==> src/rtl/inst_bus_ctrl_pkg.sv <==
// Shared defines for the instruction bus controller:
// bus widths, FSM state encodings and a small address helper.
package inst_bus_ctrl_pkg;

    localparam int AddrBus = 32;
    localparam int DataBus = 32;

    typedef enum logic [2:0] {
        S_IDLE   = 3'd0,
        S_REQ    = 3'd1,
        S_WAIT   = 3'd2,
        S_DONE   = 3'd3,
        S_CANCEL = 3'd4
    } ibc_state_t;

    localparam logic [DataBus-1:0] ZeroWord = '0;

    function automatic logic addr_misaligned(input logic [AddrBus-1:0] a);
        return a[1:0] != 2'b00;
    endfunction

endpackage

==> src/rtl/inst_bus_ctrl.sv <==
// Instruction fetch bus controller: one outstanding read,
// request never withdrawn, flushed fetches drained before reuse.
module inst_bus_ctrl
    import inst_bus_ctrl_pkg::*;
(
    input  logic               clk,
    input  logic               rst,
    input  logic               inst_en,
    input  logic [AddrBus-1:0] pc,
    input  logic               stall,
    input  logic               flush,
    output logic [DataBus-1:0] inst,
    output logic               inst_valid,
    output logic               inst_adel,
    output logic               stallreq,
    output logic               bus_req,
    output logic [AddrBus-1:0] bus_addr,
    input  logic               bus_addr_ok,
    input  logic               bus_data_ok,
    input  logic [DataBus-1:0] bus_rdata
);

    ibc_state_t         r_state;
    ibc_state_t         w_state_nxt;
    logic [DataBus-1:0] r_inst;
    logic [DataBus-1:0] w_inst_nxt;
    logic               r_adel;
    logic               w_adel_nxt;
    logic [AddrBus-1:0] r_req_addr;
    logic [AddrBus-1:0] w_req_addr_nxt;
    logic               r_cancel;
    logic               w_cancel_nxt;
    logic               w_bus_req;
    logic [AddrBus-1:0] w_bus_addr;
    logic               w_stallreq;
    logic               w_fetch;

    assign w_fetch = inst_en & ~flush;

    always_ff @(posedge clk or posedge rst) begin
        if (rst) begin
            r_state    <= S_IDLE;
            r_inst     <= ZeroWord;
            r_adel     <= 1'b0;
            r_req_addr <= '0;
            r_cancel   <= 1'b0;
        end else begin
            r_state    <= w_state_nxt;
            r_inst     <= w_inst_nxt;
            r_adel     <= w_adel_nxt;
            r_req_addr <= w_req_addr_nxt;
            r_cancel   <= w_cancel_nxt;
        end
    end

    always_comb begin
        w_state_nxt    = r_state;
        w_inst_nxt     = r_inst;
        w_adel_nxt     = r_adel;
        w_req_addr_nxt = r_req_addr;
        w_cancel_nxt   = r_cancel;
        w_bus_req      = 1'b0;
        w_bus_addr     = r_req_addr;
        w_stallreq     = 1'b0;
        unique case (r_state)
            S_IDLE: begin
                if (w_fetch) begin
                    w_stallreq = 1'b1;
                    if (addr_misaligned(pc)) begin
                        w_state_nxt = S_DONE;
                        w_inst_nxt  = ZeroWord;
                        w_adel_nxt  = 1'b1;
                    end else begin
                        w_bus_req      = 1'b1;
                        w_bus_addr     = pc;
                        w_req_addr_nxt = pc;
                        w_cancel_nxt   = 1'b0;
                        w_state_nxt    = bus_addr_ok ? S_WAIT : S_REQ;
                    end
                end
            end
            S_REQ: begin
                // A flush here cannot retract the request; remember it instead.
                w_bus_req  = 1'b1;
                w_stallreq = 1'b1;
                if (bus_addr_ok) begin
                    w_state_nxt  = (flush | r_cancel) ? S_CANCEL : S_WAIT;
                    w_cancel_nxt = 1'b0;
                end else begin
                    w_cancel_nxt = r_cancel | flush;
                end
            end
            S_WAIT: begin
                w_stallreq = 1'b1;
                if (bus_data_ok) begin
                    if (flush) begin
                        w_state_nxt = S_IDLE;
                    end else begin
                        w_inst_nxt  = bus_rdata;
                        w_adel_nxt  = 1'b0;
                        w_state_nxt = S_DONE;
                    end
                end else if (flush) begin
                    w_state_nxt = S_CANCEL;
                end
            end
            S_CANCEL: begin
                w_stallreq = 1'b1;
                if (bus_data_ok) begin
                    w_state_nxt = S_IDLE;
                end
            end
            S_DONE: begin
                if (flush | ~stall) begin
                    w_state_nxt = S_IDLE;
                end
            end
            default: begin
                w_state_nxt = S_IDLE;
            end
        endcase
    end

    assign inst       = r_inst;
    assign inst_adel  = r_adel;
    assign inst_valid = (r_state == S_DONE);
    assign bus_req    = w_bus_req & ~rst;
    assign stallreq   = w_stallreq & ~rst;
    assign bus_addr   = rst ? '0 : w_bus_addr;

endmodule

==> config.mk <==
export PLATFORM = sky130hd
export DESIGN_NAME = inst_bus_ctrl
export DESIGN_NICKNAME = d
export VERILOG_FILES = /design/src/rtl/inst_bus_ctrl_pkg.sv /design/src/rtl/inst_bus_ctrl.sv
export SDC_FILE = /design/constraint.sdc
export NUM_CORES = 1
export LEC_CHECK = 0
export CAP_MARGIN = 0
export CORE_UTILIZATION = 35
export DETAILED_ROUTE_END_ITERATION = 7
export GPL_ROUTABILITY_DRIVEN = 0
export GPL_TIMING_DRIVEN = 1
export PLACE_DENSITY = 0.72
export SLEW_MARGIN = 15
export SYNTH_ARGS = -nofsm -noshare
export SYNTH_HDL_FRONTEND = slang
export SYNTH_SLANG_ARGS = --single-unit
==> constraint.sdc <==
create_clock -name clk -period 3.3 [get_ports clk]
set_input_delay 0.495 -clock clk [delete_from_list [all_inputs] [get_ports clk]]
set_output_delay 0.495 -clock clk [all_outputs]
set_load 0.01 [all_outputs]
After elaboration in Yosys (flattened, before gate mapping)

Index checks and enable logic that the tools add are counted.

Register bits after elaboration: 69
Input bits: 71
Output and inout port bits: 68
Word-level logic and storage cells: 68

Eq/ne operators: 13
Multiplexer cells: 34
Bitwise logic cells: 8
Reduce and logical (&&, ||, !) cells: 8

Operator list:

| kind               | number |
|---|---|
| $mux 32            | 8 |
| $pmux 32 s2        | 1 |
| $mux 3             | 7 |
| $pmux 3 s5         | 1 |
| $ne 2x2->1 const B | 7 |
| $mux 1             | 10 |
| $reduce_and 5->1   | 2 |
| $pmux 1 s2         | 4 |
| $eq 3x2->1 const B | 2 |
| $mux 2             | 3 |
| $reduce_bool 2->1  | 3 |
| $and 1x1->1        | 3 |
| $eq 3x1->1 const B | 1 |
| $eq 3x3->1 const B | 1 |
| $logic_not 3->1    | 1 |
| $ne 3x3->1 const B | 1 |
| $not 1->1          | 3 |
| $reduce_and 3->1   | 1 |
| $reduce_or 3->1    | 1 |
| $ne 2x1->1 const B | 1 |
| $or 1x1->1         | 2 |

Depth between registers and ports, before layout

Depth after elaboration: 5
Depth in mapped cells: 6
Gate-level depth less buffers: 4

Least setup slack after synthesis

No wires, ideal clock.

Path kind: input to output
Start: input rst
End: output bus_addr[22]
Data arrival time: 3130 ps
Required time: 2805 ps
Setup slack: -325 ps
Stages: 3
Buffers on the path: 1
Cell sequence: inv_1 > clkbuf_1 > and2_1

Word-level cells in the longest chain between the ends: 1

Ends and longest elaborated chain:

| what            | line                 | text |
|---|---|---|
| start, declared | inst_bus_ctrl.sv:7   | `input logic rst,` |
| $mux 32         | inst_bus_ctrl.sv:129 | `assign bus_addr = rst ? '0 : w_bus_addr;` |
| end, declared   | inst_bus_ctrl.sv:17  | `output logic [AddrBus-1:0] bus_addr,` |

Every way passes these cells.

Worst setup path after layout

Start: input pc[0]
End: output bus_addr[24]

Word-level cells in the longest chain between the ends: 5

Ends and longest elaborated chain:

| what               | line                    | text |
|---|---|---|
| start, declared    | inst_bus_ctrl.sv:9      | `input logic [AddrBus-1:0] pc,` |
| $reduce_bool 2->1  | inst_bus_ctrl_pkg.sv:19 | `return a[1:0] != 2'b00;` |
| $mux 32            | inst_bus_ctrl.sv:69     | `if (addr_misaligned(pc)) begin` |
| $mux 32            | -                       |  |
| $mux 32            | inst_bus_ctrl.sv:65     | `unique case (r_state)` |
| net w_bus_addr[24] | inst_bus_ctrl.sv:34     | `logic [AddrBus-1:0] w_bus_addr;` |
| $mux 32            | inst_bus_ctrl.sv:129    |  |

The timed path passes the listed nets, and every way through them passes these cells.

==> run summary <==
The shortest clock period the worst path allows after layout is 3.10 ns. The most used flip-flop cell after synthesis is dfrtp_1. The starting density of the core is 36.4%, and the wire length of the first global-routing pass is 11.0 mm. The total nets after synthesis was 296; the number of distinct standard cells referenced by the synthesized netlist was 32. The final count of hold timing violations came out at 0. The tools report the buffer type at the clock tree root as clkbuf_8. For the count of fill cells added during filler insertion, the log shows 700. For the count of nets after finishing, the log shows 435. The slew of the pin with the lowest slew margin works out to 0.847 ns. The region available for standard cell placement spans 8300 µm². The detail route stage leaves a number of antenna-violating nets equal to 0. Timing would allow up to 323 MHz.

After detailed routing, the number of vias per cell comes to 4.83. Of the post-synthesis cell area, the dominant cell type holds 57.2%. The summed instance area of the synthesized netlist was 3020 µm². The worst hold path belongs to the class flip-flop to flip-flop. The logs give 52 for the number of design-rule violations left by the first detailed-router iteration and 0 ns for the post-route setup TNS. For the floorplan row count, the log shows 33.

The commonest cells after synthesis are 69 x dfrtp_1, 33 x a22o_1, 33 x and2_1. The fraction of registers with async set or reset after synthesis was 100%. The top cell type by total area after synthesis is dfrtp_1. For the number of design rule violations left after detail routing, the log shows 0. Dividing total power by cell area gives a power density of 774 nW/µm². In this run the worst setup path begins at pc[0]. For the worst slack after detailed placement, the log shows 0.206 ns. Summing over every cut layer, the via total after detailed routing is 2291. The tools report the capture instance of the worst register-to-register path as inst[20]. The standby leakage power was 2.17 nW. Critical path endpoint category: an output port. The number of endpoints failing setup at the final stage came out at 0. CTS built an H-tree with a depth of 3. The final count of pins violating max slew came out at 0. The number of buffers created by CTS was 9. Entering global routing, the biggest net connects 49 pins. Setup slack on the critical path of the routed design comes to 0.199 ns. Clock-pin slew on the worst setup and hold paths: 0.07 ns. The fraction of layout cells with a size suffix above 1 works out to 16.3%.

Yosys mapped a number of flops with a built-in enable equal to 0. The number of antenna diodes in the final layout is 0. In the final layout, the multi-input gates occupy 1200 µm². The horizontal extent of the die was 94.9 µm. The logs give 139 for the boundary pin count and 1.36 ns for the flop-to-flop setup slack. Measured along the y axis, the die boundary spans 94.9 µm.

In this run, synthesis produced a sequential element count of 69. Hold repair after CTS inserted 0 buffers. Across the run, the number of max-cap violations was 0. The classification of the worst setup path was primary input to output port.

The total congestion overflow is 0, and the global routing usage summed across all routing layers is 15.9%. The via count of the first global-routing pass was 2269. Summed over all layers, the routed wires come to 6.99 mm.

STA puts the critical path data arrival time at 2.61 ns. The area added between synthesis and finish was 57.3%. The tools report the worst setup path endpoint as bus_addr[24]. STA classifies the critical path startpoint as a primary input.

Setup repair after global routing left no endpoint under its margin. The clock passes through at most 2 buffers. The worst-case IR drop observed on VDD is 0.000359 V. Sorting the synthesized cells by area gives the leading types as dfrtp_1 57%, mux2_4 12%, a22o_1 9.6%. Area of the die: 9000 µm².

The tools report the number of warning messages in the yosys log as 0. After synthesis, the mean cell area works out to 13.4 µm². Synthesis handed over a netlist of 225 instances. After clock tree synthesis, the setup repair step added 0 buffers. In the post-synthesis netlist, the cell with the most instances is dfrtp_1.

First-pass iteration count of the detailed router: 5. For this run, the register share of the synthesized area comes to 57.2%. In the finished design, the share of the clock period the worst path needs comes to 94.0%. For the initial antenna violation count, the log shows 0. The post-detailed-route wirelength per cell came out at 14.7 µm.

The run gives 4.86 mm as the total half-perimeter wirelength after legalization and detailed placement. The cell depth of the worst flop-to-flop path was 4; the relative slew slack was 43.3%. Clock skew after layout: 0.00814 ns. TritonCTS built the clock tree. Counting every sink on the clock net gives 69.

For the worst-skew pair, the clock arrives at the later sink with an insertion delay of 0.33 ns. For the worst setup path, the data required time is 2.80 ns. The startpoint identified for the worst register-to-register timing path is r_state[1]. In this run, post-CTS repair resized a total of 0 instances. The run finished with clean final reports. Sequential cell area: 1730 µm².

The maximum fanout along the worst path came out at 10. Input and output buffers added on the ports amount to 138.
## state kept, by name, summed over array words and instances, names as in the netlist
signal	cells
inst_adel	1
r_cancel	1
r_req_addr	32
r_state	3
inst	32
## worst min-delay path by stage
stage | depth (start not counted) | end | start
6_report | 1 | r_req_addr[1] | r_req_addr[1]
3_3_place_gp | 1 | r_req_addr[1] | r_req_addr[1]
5_1_grt | 1 | r_req_addr[17] | r_req_addr[17]
2_1_floorplan | 1 | r_req_addr[0] | r_req_addr[0]
4_1_cts | 1 | r_req_addr[1] | r_req_addr[1]
3_5_place_dp | 1 | r_req_addr[0] | r_req_addr[0]
## cell type report
type | count | area share (%)
Tap cell | 105 | 2.77
Sequential cell | 69 | 36.4
Multi-Input combinational cell | 138 | 25.4
Clock buffer | 10 | 2.90
Timing Repair Buffer | 144 | 30.6
Clock inverter | 6 | 1.82
Inverter | 2 | 0.185
## per-layer routing
layer	vias to the layer above	track usage (%)	share of wire, %
met2	102	23.2	44
met4	0	7.20	1.1
met5	-	0	0
met3	8	4.99	9.1
met1	1105	21.5	46
li1	1076	-	-
## critical path: stages
cell and delay [ns]:
clkdlybuf4s50_1 0.42, nor2_1 0.30, nand4b_4 0.19, buf_4 0.24, mux2_4 0.32, and2_1 0.16, clkdlybuf4s50_1 0.48
## stage by stage
stage	hold WS [ns]	cells	utilization (%)	area (µm²)	power [W]
floorplan	0.444	225	-	3020	0.00219
global placement	0.460	458	54.4	4510	0.00290
detailed placement	0.468	458	54.5	4520	0.00294
CTS	0.485	474	57.2	4750	0.00372
global route	0.498	474	57.2	4750	0.00391
finish	0.483	474	57.2	4750	0.00368
## cells in the final DEF (no fill, tap or decap), drive strengths merged, types with 4 or more instances in the layout
cell,count
clkinv,4
clkbuf,10
buf,6
clkdlybuf4s50,138
a21oi,7
mux2,30
a22o,33
dfrtp,69
o21ai,5
nor2,9
and2,33
## power breakdown
| part | total (W) | switching (W) | internal [W] |
|---|---|---|---|
| Sequential | 0.00137 | 0.000186 | 0.00119 |
| Combinational | 0.00154 | 0.000585 | 0.000960 |
| Clock | 0.000758 | 0.000313 | 0.000445 |
| Total | 0.00368 | 0.00108 | 0.00259 |
## cell families (layout without fill, tap and decap cells)
group	Yosys count	count (layout)	share of synthesized area, %
and+or+nand+nor	58	58	12.4
DFF	69	69	57.2
muxes	30	30	14.2
AOI/OAI and AO/OA	50	50	13.1
buffers and inverters	18	162	3.15
Note: power is estimated with default switching activity, not from simulation.
